<file path="src/rtl/uart_bridge_pkg.sv">
// Shared definitions for the UART FIFO bridge: RX/TX FSM state encoding and serial idle level.
package uart_bridge_pkg;

  typedef enum logic [1:0] {
    ST_IDLE,
    ST_START,
    ST_DATA,
    ST_STOP
  } uart_st_e;

  localparam logic LINE_IDLE = 1'b1;

endpackage

</file>
<file path="src/rtl/uart_bridge_fifo.sv">
// Synchronous FIFO with first-word-fall-through read data and a fill count.
module uart_bridge_fifo #(
  parameter int W          = 8,
  parameter int DEPTH_LOG2 = 4
) (
  input  logic                  clk,
  input  logic                  rst,
  input  logic                  push,
  input  logic [W-1:0]          wr_data,
  input  logic                  pop,
  output logic [W-1:0]          rd_data,
  output logic [DEPTH_LOG2:0]   count,
  output logic                  full,
  output logic                  empty
);

  localparam int DEPTH = 1 << DEPTH_LOG2;

  logic [W-1:0]            mem [DEPTH];
  logic [DEPTH_LOG2-1:0]   wr_ptr, rd_ptr;
  logic                    wr_en, rd_en;

  assign full    = (count == (DEPTH_LOG2+1)'(DEPTH));
  assign empty   = (count == '0);
  assign wr_en   = push & ~full;
  assign rd_en   = pop & ~empty;
  assign rd_data = mem[rd_ptr];

  // Pointers are exactly DEPTH_LOG2 wide so they wrap on their own.
  always_ff @(posedge clk or posedge rst) begin
    if (rst) begin
      wr_ptr <= '0;
      rd_ptr <= '0;
      count  <= '0;
    end else begin
      if (wr_en) wr_ptr <= wr_ptr + 1'b1;
      if (rd_en) rd_ptr <= rd_ptr + 1'b1;
      case ({wr_en, rd_en})
        2'b10:   count <= count + 1'b1;
        2'b01:   count <= count - 1'b1;
        default: count <= count;
      endcase
    end
  end

  always_ff @(posedge clk) begin
    if (wr_en) mem[wr_ptr] <= wr_data;
  end

endmodule

</file>
<file path="src/rtl/uart_fifo_bridge.sv">
// UART receiver -> FIFO -> UART transmitter bridge with RTS back-pressure.
// Define UART_FIFO_BRIDGE_CTS_EN to gate TX frame starts on the synchronised cts_n input.
module uart_fifo_bridge
  import uart_bridge_pkg::*;
#(
  parameter int CLKDIV     = 15,
  parameter int DATA_BITS  = 8,
  parameter int DEPTH_LOG2 = 4,
  parameter int RTS_THRESH = 2**DEPTH_LOG2 - 4
) (
  input  logic                  clk,
  input  logic                  rst,
  input  logic                  rx_pin,
  output logic                  tx_pin,
  output logic                  rts_n,
  input  logic                  cts_n,
  input  logic                  clear_err,
  output logic [DEPTH_LOG2:0]   used_slots,
  output logic                  overflow,
  output logic                  frame_err
);

  localparam int CW = $clog2(CLKDIV);
  localparam int BW = $clog2(DATA_BITS);
  localparam logic [CW-1:0] BIT_END  = CW'(CLKDIV - 1);
  localparam logic [CW-1:0] HALF_END = CW'(CLKDIV / 2 - 1);
  localparam logic [BW-1:0] LAST_BIT = BW'(DATA_BITS - 1);

  logic [1:0] rx_sync;
  logic       rx_s, rx_prev, cts_ok;

  always_ff @(posedge clk or posedge rst) begin
    if (rst) rx_sync <= {2{LINE_IDLE}};
    else     rx_sync <= {rx_sync[0], rx_pin};
  end
  assign rx_s = rx_sync[1];

`ifdef UART_FIFO_BRIDGE_CTS_EN
  logic [1:0] cts_sync;
  always_ff @(posedge clk or posedge rst) begin
    if (rst) cts_sync <= 2'b11;
    else     cts_sync <= {cts_sync[0], cts_n};
  end
  assign cts_ok = ~cts_sync[1];
`else
  logic unused_cts;
  assign unused_cts = cts_n;
  assign cts_ok     = 1'b1;
`endif

  logic                 push, pop, fifo_full, fifo_empty;
  logic [DATA_BITS-1:0] rx_shreg, rd_data;

  uart_bridge_fifo #(.W(DATA_BITS), .DEPTH_LOG2(DEPTH_LOG2)) u_fifo (
    .clk     (clk),
    .rst     (rst),
    .push    (push),
    .wr_data (rx_shreg),
    .pop     (pop),
    .rd_data (rd_data),
    .count   (used_slots),
    .full    (fifo_full),
    .empty   (fifo_empty)
  );

  // ---------------- RX ----------------
  uart_st_e        rx_st, rx_nxt;
  logic [CW-1:0]   rx_cnt;
  logic [BW-1:0]   rx_bit;
  logic            rx_clr, rx_sample, ovf_set, ferr_set;

  // Start detection needs a 1->0 edge, so after a bad stop bit the line must
  // return high before another frame can arm.
  always_comb begin
    rx_nxt    = rx_st;
    rx_clr    = 1'b0;
    rx_sample = 1'b0;
    push      = 1'b0;
    ovf_set   = 1'b0;
    ferr_set  = 1'b0;
    case (rx_st)
      ST_IDLE: begin
        rx_clr = 1'b1;
        if (rx_prev && !rx_s) rx_nxt = ST_START;
      end
      ST_START: if (rx_cnt == HALF_END) begin
        rx_clr = 1'b1;
        rx_nxt = rx_s ? ST_IDLE : ST_DATA;
      end
      ST_DATA: if (rx_cnt == BIT_END) begin
        rx_clr    = 1'b1;
        rx_sample = 1'b1;
        if (rx_bit == LAST_BIT) rx_nxt = ST_STOP;
      end
      ST_STOP: if (rx_cnt == BIT_END) begin
        rx_clr = 1'b1;
        rx_nxt = ST_IDLE;
        if (!rx_s)          ferr_set = 1'b1;
        else if (fifo_full) ovf_set  = 1'b1;
        else                push     = 1'b1;
      end
      default: rx_nxt = ST_IDLE;
    endcase
  end

  always_ff @(posedge clk or posedge rst) begin
    if (rst) begin
      rx_st     <= ST_IDLE;
      rx_prev   <= LINE_IDLE;
      rx_cnt    <= '0;
      rx_bit    <= '0;
      rx_shreg  <= '0;
      overflow  <= 1'b0;
      frame_err <= 1'b0;
    end else begin
      rx_st   <= rx_nxt;
      rx_prev <= rx_s;
      rx_cnt  <= rx_clr ? '0 : rx_cnt + 1'b1;
      if (rx_st == ST_START) rx_bit <= '0;
      else if (rx_sample)    rx_bit <= rx_bit + 1'b1;
      if (rx_sample) rx_shreg <= {rx_s, rx_shreg[DATA_BITS-1:1]};
      if (ovf_set)        overflow <= 1'b1;
      else if (clear_err) overflow <= 1'b0;
      if (ferr_set)       frame_err <= 1'b1;
      else if (clear_err) frame_err <= 1'b0;
    end
  end

  // ---------------- TX ----------------
  uart_st_e             tx_st, tx_nxt;
  logic [CW-1:0]        tx_cnt;
  logic [BW-1:0]        tx_bit;
  logic [DATA_BITS-1:0] tx_shreg;
  logic                 tx_go, tx_end, tx_clr, tx_load, tx_shift, tx_bit_inc, tx_d;

  assign tx_go  = ~fifo_empty & cts_ok;
  assign tx_end = (tx_cnt == BIT_END);

  // tx_shreg[0] always holds the next data bit to drive; it shifts as each goes out.
  always_comb begin
    tx_nxt     = tx_st;
    tx_clr     = 1'b0;
    tx_load    = 1'b0;
    tx_shift   = 1'b0;
    tx_bit_inc = 1'b0;
    pop        = 1'b0;
    tx_d       = tx_pin;
    case (tx_st)
      ST_IDLE: begin
        tx_clr = 1'b1;
        if (tx_go) begin
          pop = 1'b1; tx_load = 1'b1; tx_d = 1'b0; tx_nxt = ST_START;
        end
      end
      ST_START: if (tx_end) begin
        tx_clr = 1'b1; tx_shift = 1'b1; tx_d = tx_shreg[0]; tx_nxt = ST_DATA;
      end
      ST_DATA: if (tx_end) begin
        tx_clr     = 1'b1;
        tx_bit_inc = 1'b1;
        if (tx_bit == LAST_BIT) begin
          tx_d = LINE_IDLE; tx_nxt = ST_STOP;
        end else begin
          tx_d = tx_shreg[0]; tx_shift = 1'b1;
        end
      end
      ST_STOP: if (tx_end) begin
        tx_clr = 1'b1;
        tx_nxt = ST_IDLE;
        if (tx_go) begin
          pop = 1'b1; tx_load = 1'b1; tx_d = 1'b0; tx_nxt = ST_START;
        end
      end
      default: tx_nxt = ST_IDLE;
    endcase
  end

  always_ff @(posedge clk or posedge rst) begin
    if (rst) begin
      tx_st    <= ST_IDLE;
      tx_cnt   <= '0;
      tx_bit   <= '0;
      tx_shreg <= '0;
      tx_pin   <= LINE_IDLE;
      rts_n    <= 1'b1;
    end else begin
      tx_st  <= tx_nxt;
      tx_cnt <= tx_clr ? '0 : tx_cnt + 1'b1;
      tx_pin <= tx_d;
      if (tx_load) begin
        tx_shreg <= rd_data;
        tx_bit   <= '0;
      end else begin
        if (tx_shift)   tx_shreg <= {1'b0, tx_shreg[DATA_BITS-1:1]};
        if (tx_bit_inc) tx_bit   <= tx_bit + 1'b1;
      end
      rts_n <= (used_slots >= (DEPTH_LOG2+1)'(RTS_THRESH));
    end
  end

endmodule

</file>
<file path="config.mk">
export PLATFORM = sky130hd
export DESIGN_NAME = uart_fifo_bridge
export DESIGN_NICKNAME = d
export VERILOG_FILES = /design/src/rtl/uart_bridge_pkg.sv /design/src/rtl/uart_bridge_fifo.sv /design/src/rtl/uart_fifo_bridge.sv
export SDC_FILE = /design/constraint.sdc
export NUM_CORES = 1
export LEC_CHECK = 0
export BUFFER_PORTS_ARGS = -buffer_cell sky130_fd_sc_hd__buf_2
export CAP_MARGIN = 0
export CORE_MARGIN = 8
export CORE_UTILIZATION = 61
export DETAILED_ROUTE_END_ITERATION = 16
export GPL_TIMING_DRIVEN = 0
export HOLD_SLACK_MARGIN = 0.1
export PLACE_DENSITY_LB_ADDON = 0.2
export SETUP_SLACK_MARGIN = 0.2
export SLEW_MARGIN = 5
export SYNTH_ARGS = -nofsm -noshare
export SYNTH_HDL_FRONTEND = slang
export SYNTH_SLANG_ARGS = --single-unit
</file>
<file path="constraint.sdc">
create_clock -name clk -period 3.1 [get_ports clk]
set_input_delay 0.62 -clock clk [delete_from_list [all_inputs] [get_ports clk]]
set_output_delay 0.62 -clock clk [all_outputs]
set_load 0.05 [all_outputs]
</file>
# Word-level counts from Yosys, hierarchy flattened
# Memory sizes are Yosys's and may differ from the RTL's.
# Cells that the tools add are included.
word_totals:
  register_bits: 54
  ram_bits: 128
  out_inout_bits: 9
  mem_count: 1
op_classes:
  add_sub_neg: 8
  n_lt_le_gt_ge: 1
  eq_ne: 24
  n_mux: 58
  bitwise_logic: 4
  reduce_logical: 16
mem_list:
  columns: ["name", "words", "width", "rd", "rd_ports_with_merged_regs", "write_ports", "line_no", "source"]
  rows:
  - ["u_fifo.mem", 16, 8, 1, 0, 1, "uart_bridge_fifo.sv:19", "logic [W-1:0] mem [DEPTH];"]
ops:
  columns: ["operator", "count"]
  rows:
  - ["$mux W1", 31]
  - ["$mux W2", 11]
  - ["$ne A2 B2 Y1 const B", 10]
  - ["$add A4 B1 Y4 const B", 4]
  - ["$mux W8", 2]
  - ["$pmux W2 S4", 2]
  - ["$mux W3", 4]
  - ["$reduce_bool A2 Y1", 6]
  - ["$eq A2 B2 Y1 const B", 5]
  - ["$pmux W5 S2", 1]
  - ["$reduce_and A5 Y1", 2]
  - ["$eq A4 B4 Y1 const B", 2]
  - ["$mux W4", 2]
  - ["$add A3 B1 Y3 const B", 2]
  - ["$eq A2 B1 Y1 const B", 3]
  - ["$eq A3 B3 Y1 const B", 2]
  - ["$pmux W1 S2", 3]
  - ["$add A5 B1 Y5 const B", 1]
  - ["$eq A5 B5 Y1 const B", 1]
  - ["$ge A5 B4 Y1 const B", 1]
  - ["$logic_not A5 Y1", 1]
  - ["$sub A5 B1 Y5 const B", 1]
  - ["$eq A4 B3 Y1 const B", 1]
  - ["$logic_not A2 Y1", 2]
  - ["other kinds (9)", 11]

# Longest topological paths before layout
logic_depth:
  word_depth: 8
  ltp_mapped: 13
  ltp_nobuf: 12

# Modules after synthesis
# From an unflattened synthesis, not the netlist that was laid out.
unflattened:
  hier_cells: 527
  area_unflattened_um2: 7921.3
by_module_without_submodules:
  columns: ["mod", "n_inst", "cells_per_inst", "area_each_um2", "seq_area_each_um2"]
  rows:
  - ["uart_bridge_fifo", 1, 333, 5789.3, 4169.0]
  - ["uart_fifo_bridge", 1, 194, 2132.0, 1032.2]

# Worst setup path before layout
# OpenSTA, ideal clock, no wires.
synth_path:
  path_type: "reg2reg"
  startpoint: "register u_fifo.count[1]"
  endpoint: "register u_fifo.count[4]"
  setup_ns: 0.125
  t_arrival_ns: 2.918
  required_time_ns: 2.975
  path_slack_ns: 0.057
  path_stages_with_launch: 13
  n_path_buf: 2
  period_less_slack_ns: 3.043
  path_cell_list: "dfrtp_1 -> buf_6 -> or4_4 -> o211ai_4 -> inv_2 -> ha_1 -> clkbuf_1 -> xor2_1 -> ha_1 -> and3b_1 -> o21ai_0 -> a31oi_1 -> xnor2_1"
synth_between:
  elab_cells_between_ends: 19
  classes_between: "2 x add/sub; 3 x eq/ne; 8 x mux; 4 x bitwise; 2 x reduce/logical"
synth_lines:
  columns: ["element", "line_no", "source"]
  rows:
  - ["from (decl)", "uart_bridge_fifo.sv:12", "output logic [DEPTH_LOG2:0] count,"]
  - ["from (signal assigned)", "uart_bridge_fifo.sv:39", "2'b10: count <= count + 1'b1;"]
  - ["from (signal assigned)", "uart_bridge_fifo.sv:40", "2'b01: count <= count - 1'b1;"]
  - ["from (signal assigned)", "uart_bridge_fifo.sv:41", "default: count <= count;"]
  - ["$logic_not A5 Y1 (*)", "uart_bridge_fifo.sv:24", "assign empty = (count == '0);"]
  - ["$mux W1", "uart_fifo_bridge.sv:151, uart_fifo_bridge.sv:170", null]
  - ["$mux W1", "uart_fifo_bridge.sv:167", "ST_STOP: if (tx_end) begin"]
  - ["$pmux W1 S2", "uart_fifo_bridge.sv:148", "case (tx_st)"]
  - ["$and A1 B1 Y1 (*)", "uart_bridge_fifo.sv:26", "assign rd_en = pop & ~empty;"]
  - ["net u_fifo.rd_en", "uart_bridge_fifo.sv:21", "logic wr_en, rd_en;"]
  - ["$eq A2 B1 Y1 / $eq A2 B2 Y1 (equally long branches)", "uart_bridge_fifo.sv:38", "case ({wr_en, rd_en})"]
  - ["$pmux W5 S2 / $reduce_bool A2 Y1 (equally long branches)", null, null]
# The timed path passes the listed nets; every way through them passes the cells marked *.
# A chain may end at the register's enable or synchronous reset.

# Worst setup path in the final report
# Same ends and word-level chain as after synthesis.

==> flow_results.org <==
** Outcome
- Run status :: complete, no violations

** Worst setup path
- The worst setup path is launched from a flip-flop.
- STA classifies the critical path endpoint as a flip-flop.
- Data arrives at the worst endpoint at 3.12 ns.
- R2r endpoint :: u_fifo.count[4]
- Of all nets on the critical path, the largest fanout is 9.
- Required time of the critical path :: between 3 and 4 ns
- Reg-to-Reg Start :: u_fifo.count[1]
- Across all register-to-register paths, the minimum setup slack is between 0.3 and 0.4 ns.
- Critical path start-end classification :: flip-flop to flip-flop
- For the worst flop-to-flop path, the logic depth is 12.

** Drt
- Post-detailed-route wirelength per cell :: 21.0 um
- Total wire length :: about 14000 um
- Routed vias :: ~4100
- In the routed design, unresolved DRC markers number 0.
- Via-to-Cell Ratio :: just under 6
- In this run, the number of DRC markers left after iteration 0 of detailed routing was between 200 and 300.
- Count of antenna-violating nets left after detailed routing :: 0
- The first TritonRoute pass finished after 5 iterations.

** Power and ir drop
- Cell internal power was estimated by the tool at 4.85 mW.
- Switching part of the total power :: 0.315
- For this design the ratio of total power to cell area is between 800 and 900 nW/um2.
- Clock network fraction of total power :: 0.281
- In this run the power spent charging and discharging nets is 2.22 mW.
- Flop pwr share :: 0.426
- Combinational group share of total power :: 0.293
- Summed over all cells, the static leakage comes to 3.20 nW.
- IR analysis of the VDD net gives a maximum drop of between 0.4 and 0.5 mV.

** Synth
- Top cell type by total area after synthesis :: edfxtp_1
- Summing every instance area after synthesis gives 7750 um2.
- Synthesis handed over a netlist of ~460 instances.
- Sorting the synthesized cells by area gives the leading types as edfxtp_1 (50%), dfrtp_1 (16%), mux4_2 (9.3%).
- Of the total synthesized cell area, the portion taken by XOR and XNOR cells is 0.0181.
- Top cell types by occurrence after synthesis :: edfxtp_1 (128), dfrtp_1 (49), mux4_2 (32), ha_1 (21), inv_1 (19)
- In the synthesized netlist the dominant register cell turns out to be edfxtp_1.
- Of the post-synthesis cell area, the part taken by muxes is 0.129.
- Async S/R FF share, synth :: 0.297
- The netlist uses slightly above 50 different library cells.
- Area fraction in and, or, nand and nor cells after synthesis :: 0.0623
- By area, the combinational part of the netlist is dominated by multiplexers.
- The synthesized-area fraction occupied by ao, oa, aoi and oai cells was 0.0626.
- The share of synthesized area in the top cell type comes to 0.496.
- Yosys mapped a number of flops with a built-in enable equal to approximately 130.
- Dominant cell by count in the synthesized netlist :: edfxtp_1
- The share of the Yosys chip area taken by registers is 0.671.
- During synthesis, Yosys emitted a total of 0 warnings.
- The average instance in the mapped netlist occupies around 17 um2.
- Of the total synthesized cell area, the portion taken by full adders, half adders and majority gates is 0.0339.
- Mapped Nets :: between 400 and 500
- Flip-flop and latch count after synthesis :: around 180

** Global route
- The first global-routing pass estimated approximately 23000 um of wire.
- Vias in the first global route :: around 4200
- In the global route stage, overall resource usage came out at 0.187.
- Initial antenna violation count :: 0
- Entering global routing, the biggest net connects 31 pins.
- Overflow left after global routing :: 0

** Cells and area
- In the final layout, the multi-input gates occupy approximately 2400 um2.
- Total of fill cells in the finished design :: about 840
- From synthesis to final layout, the design area changed by 12.0%.
- The final layout contains between 500 and 600 nets.
- In the final layout, the share of cells above drive strength 1 is 0.243.
- The finished cells cover 8690 um2.
- Number of inserted diodes :: 0
- Summing all flip-flop and latch instances after layout gives 5200 um2.

** Floorplanning
- The region available for standard cell placement spans roughly 13000 um2.
- The floorplan step set the die width to ~130 um.
- Rows :: approximately 40
- Measured along the y axis, the die boundary spans approximately 130 um.
- Die area :: roughly 17000 um2
- 14 I/O pins were placed.
- Initial core utilization :: 0.620

** STA
- Fmax :: approximately 0.36 GHz
- The final max-slew violation count is 0.
- Setup repair after global routing left no endpoint under its margin.
- The clock arrives with 0.00737 ns of skew.
- The clock period could shrink to approximately 2.8 ns.
- In the finished design, the share of the clock period the worst path needs comes to 0.894.
- At the pin with the least slew margin, the transition time is ~0.75 ns.
- The worst path meets setup with roughly 0.33 ns of slack.
- Final hold vios :: 0
- Slew headroom :: 0.497
- Setup Viol. Count Final :: 0

** Flow run
- Max_cap viols :: 0

** Place
- Before CTS, the worst setup slack after placement is -0.0127 ns.
- The congestion estimate from routability-driven global placement came to roughly 0.8.
- Detailed placement ended at an HPWL of 9610 um.
- Placement-stage cell area :: approximately 8100 um2
- Total of buffers placed on input and output ports :: 12

** CTS
- Hold_buf cts :: 0
- The later pin in the worst-skew pair is clocked with a latency of between 0.4 and 0.5 ns.
- The H-tree generated during clock tree synthesis spans 4 levels.
- Counting every sink on the clock net gives ~180.
- Clock tree synthesis inserted a total of 17 buffers.
- TritonCTS built the clock tree.
- CTS Root Cell :: clkbuf_16
- After clock tree synthesis, the clock-pin slew on the worst setup and hold paths is 0.06 ns.
- No sink is reached through more buffers than the 2 on the longest clock path.

** Min path
- In this run the worst hold path is classified as input port to asynchronous set/reset pin.
==> state kept, by name, summed over array words and instances, names as in the netlist, 2 cells and up, named ones only <==
| name | count |
|---|---|
| rx_bit | 3 |
| u_fifo.rd_ptr | 4 |
| rx_sync | 2 |
| u_fifo.count | 5 |
| u_fifo.wr_ptr | 4 |
| tx_shreg | 8 |
| rx_cnt | 4 |
| tx_st | 2 |
| tx_cnt | 4 |
| tx_bit | 3 |
| rx_shreg | 8 |
| u_fifo.mem | 128 |
==> critical path, stage by stage, from the launching register on <==
cell and delay (ns):
dfrtp_2 0.40, buf_6 0.14, or4_4 0.56, o211ai_4 0.24, inv_4 0.09, ha_2 0.19, clkbuf_8 0.15, xor2_2 0.12
ha_2 0.20, and3b_1 0.15, o21ai_1 0.05, a31oi_1 0.23, xnor2_1 0.15
==> power by group through the flow <==
stage               sequential (mW)  combinational (mW)  clock (mW)
finish                         3.01                2.07        1.99
global route                   3.04                2.26        2.11
CTS                            3.00                2.05        2.02
detailed placement             3.05                2.02           0
global placement               3.03                1.95           0
floorplan                      3.13                1.48           0
==> logic make-up after synthesis <==
group                    after synthesis
flip-flops                           182
AND/OR/NAND/NOR                       89
multiplexers                          59
AO/OA/AOI/OAI                         56
buffers and inverters                 38
adder cells (fa/ha/maj)               21
XOR/XNOR                              16
==> metrics by stage <==
step	cells	setup TNS, ns	power, mW	util	hold slack [ns]
CTS	681	0	7.07	0.692	0.242
floorplan	461	0	4.61	-	0.345
finish	682	0	7.07	0.694	0.239
global route	682	0	7.41	0.694	0.271
global placement	645	0	4.98	0.643	0.346
detailed placement	646	-0.0201	5.07	0.644	0.351
==> what timing repair did <==
action	4_1_cts	5_1_grt
buffers inserted	3	1
resized for setup	1	6
setup endpoints to repair	58	2
pin swaps	2	3
==> worst max-delay path by stage <==
stage	depth (start not counted)	end	startpoint	slack [ns]
floorplan	12	u_fifo.count[4]	u_fifo.count[2]	0.21
global placement	13	u_fifo.count[4]	rx_cnt[0]	0.09
detailed placement	13	u_fifo.count[2]	rx_cnt[0]	-0.01
CTS	12	u_fifo.count[2]	u_fifo.count[2]	0.27
global route	12	u_fifo.count[4]	u_fifo.count[1]	0.19
finish	12	u_fifo.count[4]	u_fifo.count[1]	0.33
==> layout by cell type, fill, tap and decap left out, drive strengths merged, types with 2 or more instances in the layout <==
cell type and instances:
o21ai 7, nor3 9, xor2 6, mux2i 17, and2 12, ha 21
and3 4, a21oi 7, a32o 2, nand3b 3, buf 26, dfstp 5
inv 20, clkbuf 37, a31oi 3, and3b 2, o31ai 2, o21a 2
mux4 32, nor2b 11, nand4 3, a22oi 2, o22ai 4, mux2 10
o211ai 2, nand3 5, clkinv 4, dfrtp 49, a21o 2, xnor2 10
a211oi 10, edfxtp 128, nor2 17, nand2 17, a221oi 8
==> per-layer routing <==
layer  GRT usage  up-vias  routed length [um]
met5           0        -                   0
met4      0.0795        0                 274
met3      0.0381       20                 706
met2       0.298      111                7090
met1       0.247     2066                6260
li1            -     1857                   -
==> layout make-up <==
cell class / count / area share
clock inverter: 4 / 0.00230
timing repair buffer: 17 / 0.0141
tap: 172 / 0.0248
clock buffer: 28 / 0.0608
inverter: 20 / 0.00893
sequential: 182 / 0.599
buffer: 18 / 0.0131
multi-input combinational: 241 / 0.277
Note: power is estimated with default switching activity, not from simulation.
